`config.mk`:
```
export PLATFORM = sky130hd
export DESIGN_NAME = gu_scheduler
export DESIGN_NICKNAME = d
export VERILOG_FILES = /design/src/rtl/gu_scheduler.sv
export SDC_FILE = /design/constraint.sdc
export NUM_CORES = 1
export LEC_CHECK = 0
export ABC_AREA = 1
export BUFFER_PORTS_ARGS = -buffer_cell sky130_fd_sc_hd__buf_2
export CORE_MARGIN = 2
export CORE_UTILIZATION = 46
export CTS_CLUSTER_DIAMETER = 30
export DETAILED_ROUTE_END_ITERATION = 8
export GPL_TIMING_DRIVEN = 0
export PLACE_DENSITY = 0.7
export SYNTH_ARGS = -nofsm -noshare
export SYNTH_HDL_FRONTEND = slang
export SYNTH_SLANG_ARGS = --single-unit
```
`constraint.sdc`:
```
create_clock -name clk -period 2.54 [get_ports clk]
set_input_delay 0.762 -clock clk [delete_from_list [all_inputs] [get_ports clk]]
set_output_delay 0.762 -clock clk [all_outputs]
set_load 0.005 [all_outputs]
```
`src/rtl/gu_scheduler.sv`:
```
// rtl/gu_scheduler.sv - sequences up to three graphics units per frame and muxes their pixel writes to the VGA port
// A per-unit watchdog forces progress if a unit never reports done; overrun/timeout are sticky status flags.
module gu_scheduler #(
   parameter logic [17:0] WDOG_MAX = 18'd131071
) (
   input  logic        clk,
   input  logic        resetn,
   input  logic        frame_tick,
   input  logic [2:0]  enable_mask,
   input  logic        clr_status,
   output logic [2:0]  gu_plot,
   input  logic [2:0]  gu_done,
   input  logic [2:0]  gu_wren,
   input  logic [26:0] gu_x,
   input  logic [23:0] gu_y,
   input  logic [8:0]  gu_colour,
   output logic [8:0]  vga_x,
   output logic [7:0]  vga_y,
   output logic [2:0]  vga_colour,
   output logic        vga_wren,
   output logic        busy,
   output logic        frame_done,
   output logic        overrun,
   output logic        timeout
);

   typedef enum logic [1:0] {S_IDLE, S_LAUNCH, S_WAIT, S_FINISH} state_t;

   state_t      state, state_next;
   logic [2:0]  active_mask, active_mask_next;
   logic [1:0]  idx, idx_next;
   logic [17:0] wdog, wdog_next, wdog_inc;
   logic [1:0]  low_idx, above_idx;
   logic        low_found, above_found;
   logic        sel_done, sel_wren, wdog_exp, advance;
   logic [8:0]  sel_x;
   logic [7:0]  sel_y;
   logic [2:0]  sel_colour;

   always_comb begin
      sel_done   = 1'b0;
      sel_wren   = 1'b0;
      sel_x      = '0;
      sel_y      = '0;
      sel_colour = '0;
      case (idx)
         2'd0: begin sel_done = gu_done[0]; sel_wren = gu_wren[0]; sel_x = gu_x[8:0];   sel_y = gu_y[7:0];   sel_colour = gu_colour[2:0]; end
         2'd1: begin sel_done = gu_done[1]; sel_wren = gu_wren[1]; sel_x = gu_x[17:9];  sel_y = gu_y[15:8];  sel_colour = gu_colour[5:3]; end
         2'd2: begin sel_done = gu_done[2]; sel_wren = gu_wren[2]; sel_x = gu_x[26:18]; sel_y = gu_y[23:16]; sel_colour = gu_colour[8:6]; end
         default: ;
      endcase
   end

   // Descending scans so the lowest qualifying index is the one left standing.
   always_comb begin
      low_found   = 1'b0;
      low_idx     = 2'd0;
      above_found = 1'b0;
      above_idx   = 2'd0;
      for (int i = 2; i >= 0; i--) begin
         if (enable_mask[i]) begin
            low_found = 1'b1;
            low_idx   = 2'(i);
         end
         if (active_mask[i] && (2'(i) > idx)) begin
            above_found = 1'b1;
            above_idx   = 2'(i);
         end
      end
   end

   assign wdog_inc = wdog + 18'd1;
   // Done takes priority over expiry, so a simultaneous done never flags a timeout.
   assign wdog_exp = (state == S_WAIT) && !sel_done && (wdog_inc >= WDOG_MAX);
   assign advance  = (state == S_WAIT) && (sel_done || wdog_exp);
   assign busy     = (state != S_IDLE);

   always_comb begin
      state_next       = state;
      idx_next         = idx;
      active_mask_next = active_mask;
      wdog_next        = wdog;
      gu_plot          = 3'b000;
      case (state)
         S_IDLE: begin
            if (frame_tick) begin
               active_mask_next = enable_mask;
               idx_next         = low_idx;
               state_next       = low_found ? S_LAUNCH : S_FINISH;
            end
         end
         S_LAUNCH: begin
            gu_plot    = 3'b001 << idx;
            wdog_next  = '0;
            state_next = S_WAIT;
         end
         S_WAIT: begin
            if (advance) begin
               if (above_found) begin
                  idx_next   = above_idx;
                  state_next = S_LAUNCH;
               end else begin
                  state_next = S_FINISH;
               end
            end else begin
               wdog_next = wdog_inc;
            end
         end
         S_FINISH: state_next = S_IDLE;
         default:  state_next = S_IDLE;
      endcase
   end

   always_ff @(posedge clk or negedge resetn) begin
      if (!resetn) begin
         state       <= S_IDLE;
         idx         <= '0;
         active_mask <= '0;
         wdog        <= '0;
         vga_x       <= '0;
         vga_y       <= '0;
         vga_colour  <= '0;
         vga_wren    <= 1'b0;
         frame_done  <= 1'b0;
         overrun     <= 1'b0;
         timeout     <= 1'b0;
      end else begin
         state       <= state_next;
         idx         <= idx_next;
         active_mask <= active_mask_next;
         wdog        <= wdog_next;
         frame_done  <= (state == S_FINISH);
         overrun     <= (frame_tick && (state != S_IDLE)) || (overrun && !clr_status);
         timeout     <= wdog_exp || (timeout && !clr_status);
         if (state == S_WAIT) begin
            vga_x      <= sel_x;
            vga_y      <= sel_y;
            vga_colour <= sel_colour;
         end
         // The exiting WAIT cycle's write is dropped so wren is low once the unit is released.
         vga_wren <= (state == S_WAIT) && sel_wren && !advance;
      end
   end

endmodule

```
# After elaboration in Yosys (flattened, before gate mapping)
# Index checks and enable logic that the tools add are counted.
# word_totals
regBits	49
in_bits	73
output_inout_bits	28
word_cells	81
# classes
addsub	1
magnitude_cmp	4
eq_ne	9
shift	1
muxes	29
reduce_logical	26
# ops
cell	n
$pmux W18 S2	1
$pmux W9 S3	1
$mux W2	13
$pmux W8 S3	1
$add A18 B1 Y18 const B	1
$ge A18 B17 Y1 const B	1
$mux W18	1
$logic_and A1 B1 Y1	11
$pmux W3 S3	1
$ne A2 B2 Y1 const B	4
$pmux W2 S4	1
$eq A2 B2 Y1 const B	3
$mux W1	6
$pmux W1 S3	2
$reduce_and A2 Y1	3
$reduce_bool A2 Y1	3
$eq A2 B1 Y1 const B	2
$gt A1 B2 Y1 const A	2
$logic_not A2 Y1	2
$pmux W2 S2	1
$reduce_and A4 Y1	1
$logic_not A1 Y1	3
$logic_or A1 B1 Y1	3
$mux W3	1
2 further kinds	2

# Logic depth before layout (Yosys ltp)
# depth
word_depth	9
mapped_depth	15
depth_no_buf	15

# Least setup slack after synthesis
# OpenSTA, ideal clock, no wires.
# synth_path
kind	flip-flop to flip-flop
startpoint	register wdog[1]
endpoint	register wdog[16]
setup_time_ps	117
t_arrival_ps	1803
required_ps	2423
setup_slack_ps	619
stages_incl_launch_ff	16
path_buffers	1
synth_period_minus_slack_ps	1921
cell_sequence	dfrtp_1 -> ha_1 -> nand3_1 -> nor2_2 -> nand2_1 -> nand2_1 -> nand2_1 -> nor2_1 -> nand2_1 -> nor2_2 -> nand2_2 -> nand3_4 -> nand2_4 -> buf_6 -> nand2_1 -> o21ai_2
# synth_via
elab_chain_cells	7
word_cells_on_any_way	9
cone_classes	add/sub (1); order compare (1); eq/ne (1); mux (2); reduce/logical (4)
# synth_rtl
item	line	text
start: declaration	32	logic [17:0] wdog, wdog_next, wdog_inc;
start signal: assignment	131	wdog <= wdog_next;
$add A18 B1 Y18 (*)	72	assign wdog_inc = wdog + 18'd1;
$ge A18 B17 Y1	74	assign wdog_exp = (state == S_WAIT) && !sel_done && (wdog_inc >= WDOG_MAX);
$logic_and A1 B1 Y1	74	
$logic_or A1 B1 Y1	75	assign advance = (state == S_WAIT) && (sel_done || wdog_exp);
$logic_and A1 B1 Y1	75	
$ne A2 B2 Y1 (no source line)	--	
$reduce_and A2 Y1 (no source line)	--	
# Mark *: on every way between the ends. The rest lies on a longest branch, timed or not. The select of a mux whose other input is x is not followed.
# A chain may end at the register's enable or synchronous reset.

# Final worst setup path
# Same ends and word-level chain as after synthesis.

==> flow_summary.yaml <==
floorplan:
  ios: 101
  rows: 29
  initial_core_util_pct: 47.19
  coreArea_sq_um: 6314
  die_height_um: 84.48
  die_w_um: 84.48
  die-area_sq_um: 7136
outcome:
  outcome: "finished, final reports clean"
layout:
  drive_gt1_share_pct: 26.33
  final_nets: 621
  antennaDiodeCount: 0
  final_cell_mix: "207 x nand2_1, 100 x buf_2, 48 x dfrtp_1"
  finalNonFillerCells: 624
  fillers: 636
  seq_area_sq_um: 1201
  multiInputGateArea_sq_um: 1584
  syn2layout_area_growth_pct: 23.27
  final_common_cell: "nand2_1"
synthesis:
  synthAdderAreaFrac_pct: 0.8400
  yosysTopAreaCell: "dfrtp_1"
  synth_compound_area_share_pct: 6.636
  synthXorXnorAreaFrac_pct: 0.2940
  ys.flop_type: "dfrtp_1"
  synth_top_area_share_pct: 40.32
  synth.area.mux_share_pct: 0
  synth_top_family_by_area: "simple AND/OR/NAND/NOR gates"
  synth_area_leaders: "dfrtp_1 40%, nand2_1 26%, nand3_1 7.1%"
  syn_inst: 439
  synth_cell_types: 29
  syn_avg_cell_area_sq_um: 6.786
  syn_nets: 514
  yosysSeqAreaShare_pct: 40.32
  netlist_area_sq_um: 2979
  synth_warnings: 0
  synth_edf_count: 0
  ys_seq_elements: 48
  synthSimpleGateAreaFrac_pct: 45.23
  async_reset_ff_share_pct: 100.0
cts:
  cts_sinks: 48
  htree_levels: 2
  cts_buffers: 5
  clkTransAtPathRegs_ns: 0.10
  hold_buffers: 0
  insertion_delay_ns: 0.31
  ctsResizeCount: 0
  cts_root_buf: "clkbuf_8"
  postCtsSetupBuffers: 0
  tritoncts: "yes"
  clockBufferDepth: 2
drt:
  vias: 3058
  drc: 0
  drt_iter0_drc: 142
  post_drt_wl_per_cell_um: 12.74
  drt.antenna.violating_nets: 0
  avgViaCountPerCell: 4.901
  routed_wl_mm: 7.949
  first_pass_iters: 5
place:
  gp_congestion: 0.8922
  dp_cells: 616
  portBuffers: 100
  dp_hpwl_mm: 6.217
sta:
  period_share_pct: 90.92
  slew_headroom_pct: 28.21
  tightest_slew_ns: 1.077
  fin_crit_ns: 2.309
  finalHoldViolCount: 0
  clock_skew_ns: 0.009267
  fmax_mhz: 433.0
  finalSetupViolCount: 0
  rsz0062_at_grt: "no"
  final_max_slew_viol_count: 0
  finalSetupTns_ns: 0
pwr:
  pwr_density_cell_nw_per_um2: 865.1
  ir_worst_vdd_v: 0.0004977
  p_leak_nw: 1.928
run:
  drv_cap: 0
worst_setup_path:
  startpoint_type: "register"
  worst-endpoint-arrival_ns: 2.51
  worstPathRequired_ns: 2.74
  cp-end-kind: "register"
  crit_fanout: 10
  critPathKind: "register to register"
global_route:
  overflow: 0
  grt_pass1_wl_mm: 13.12
  grt_max_degree: 49
  grtUsageTotal_pct: 22.90
  antenna_found_initial: 0
  grt_pass1_vias: 2889
hold_path:
  min_path_type: "register to register"
[area by class of cell]
type | count | share of cell area (%)
Timing Repair Buffer | 100 | 13.63
Inverter | 33 | 3.373
Clock inverter | 3 | 0.6133
Clock buffer | 5 | 1.874
Buffer | 14 | 2.044
Multi-Input combinational cell | 344 | 43.13
Sequential cell | 48 | 32.71
Tap cell | 77 | 2.624
[worst paths after layout]
path                          start          to  slack (ns)  cells after the start
max in group asynchronous    resetn      idx[0]        1.24                      1
setup reg to reg            wdog[1]    wdog[16]        0.23                     15
hold / removal             state[1]  frame_done        0.48                      2
min in group asynchronous    resetn     wdog[2]        0.64                      1
hold reg to reg            state[1]  frame_done        0.48                      2
setup / recovery            wdog[1]    wdog[16]        0.23                     15
[Yosys cell counts (2+ instances only)]
master    instances
buf_6             3
clkbuf_1         10
dfrtp_1          48
ha_1              2
inv_1            32
nand2_1         207
nand2_2           7
nand3_1          42
nand4_1          13
nor2_1           32
nor2_2            5
nor2_4            2
nor3_1            2
o21ai_0           8
o21ai_2          12
[where the power goes]
group | leakage [nW] | switching, mW | internal (mW) | total [mW]
Sequential | 0.628 | 0.154 | 0.990 | 1.14
Combinational | 1.25 | 0.995 | 0.564 | 1.56
Clock | 0.0485 | 0.277 | 0.198 | 0.475
[routing by layer]
layer | share of wire (%) | wire length [um] | vias to the layer above | global-route usage [%]
met5 | 0 | 0 | - | 0
met4 | 0.98 | 78 | 0 | 5.483
met3 | 5.7 | 456 | 7 | 5.113
met2 | 50 | 4010 | 84 | 41.13
met1 | 43 | 3404 | 1371 | 27.99
li1 | - | - | 1596 | -
[critical path, stage by stage (launching register included)]
cell and delay, ns:
dfrtp_1 0.43, ha_1 0.22, nand3_1 0.20, nor2_4 0.20, nand2_1 0.07, nand2_1 0.06, nand2_1 0.06, nor2_1 0.14
nand2_1 0.08, nor2_2 0.10, nand2_2 0.14, nand3_4 0.11, nand2_4 0.09, buf_6 0.18, nand2_1 0.07, o21ai_2 0.05
[through the flow]
| step | setup slack [ns] | hold WS (ns) | area (sq um) | power [mW] | utilization [%] |
|---|---|---|---|---|---|
| final | 0.2306 | 0.4849 | 3672 | 3.177 | 58.16 |
| after global routing | 0.04595 | 0.5135 | 3672 | 3.440 | 58.16 |
| after CTS | 0.2316 | 0.4860 | 3667 | 3.215 | 58.09 |
| after detailed placement | 0.2547 | 0.4640 | 3576 | 2.737 | 56.64 |
| after global placement | 0.2463 | 0.4601 | 3576 | 2.708 | 56.64 |
| after floorplan | 0.6192 | 0.4534 | 2979 | 2.147 | - |
[state kept, by name, indices dropped and copies added (netlist names)]
signal	cells
wdog	18
timeout	1
frame_done	1
state	2
vga_colour	3
overrun	1
active_mask	2
vga_y	8
vga_wren	1
vga_x	9
idx	2
[kinds of logic after synthesis]
| kind of cell | after synthesis |
|---|---|
| buf+inv | 47 |
| simple gates | 315 |
| xor+xnor | 1 |
| compound gates | 26 |
| flops | 48 |
| fa+ha+maj | 2 |
Note: power is estimated with default switching activity, not from simulation.
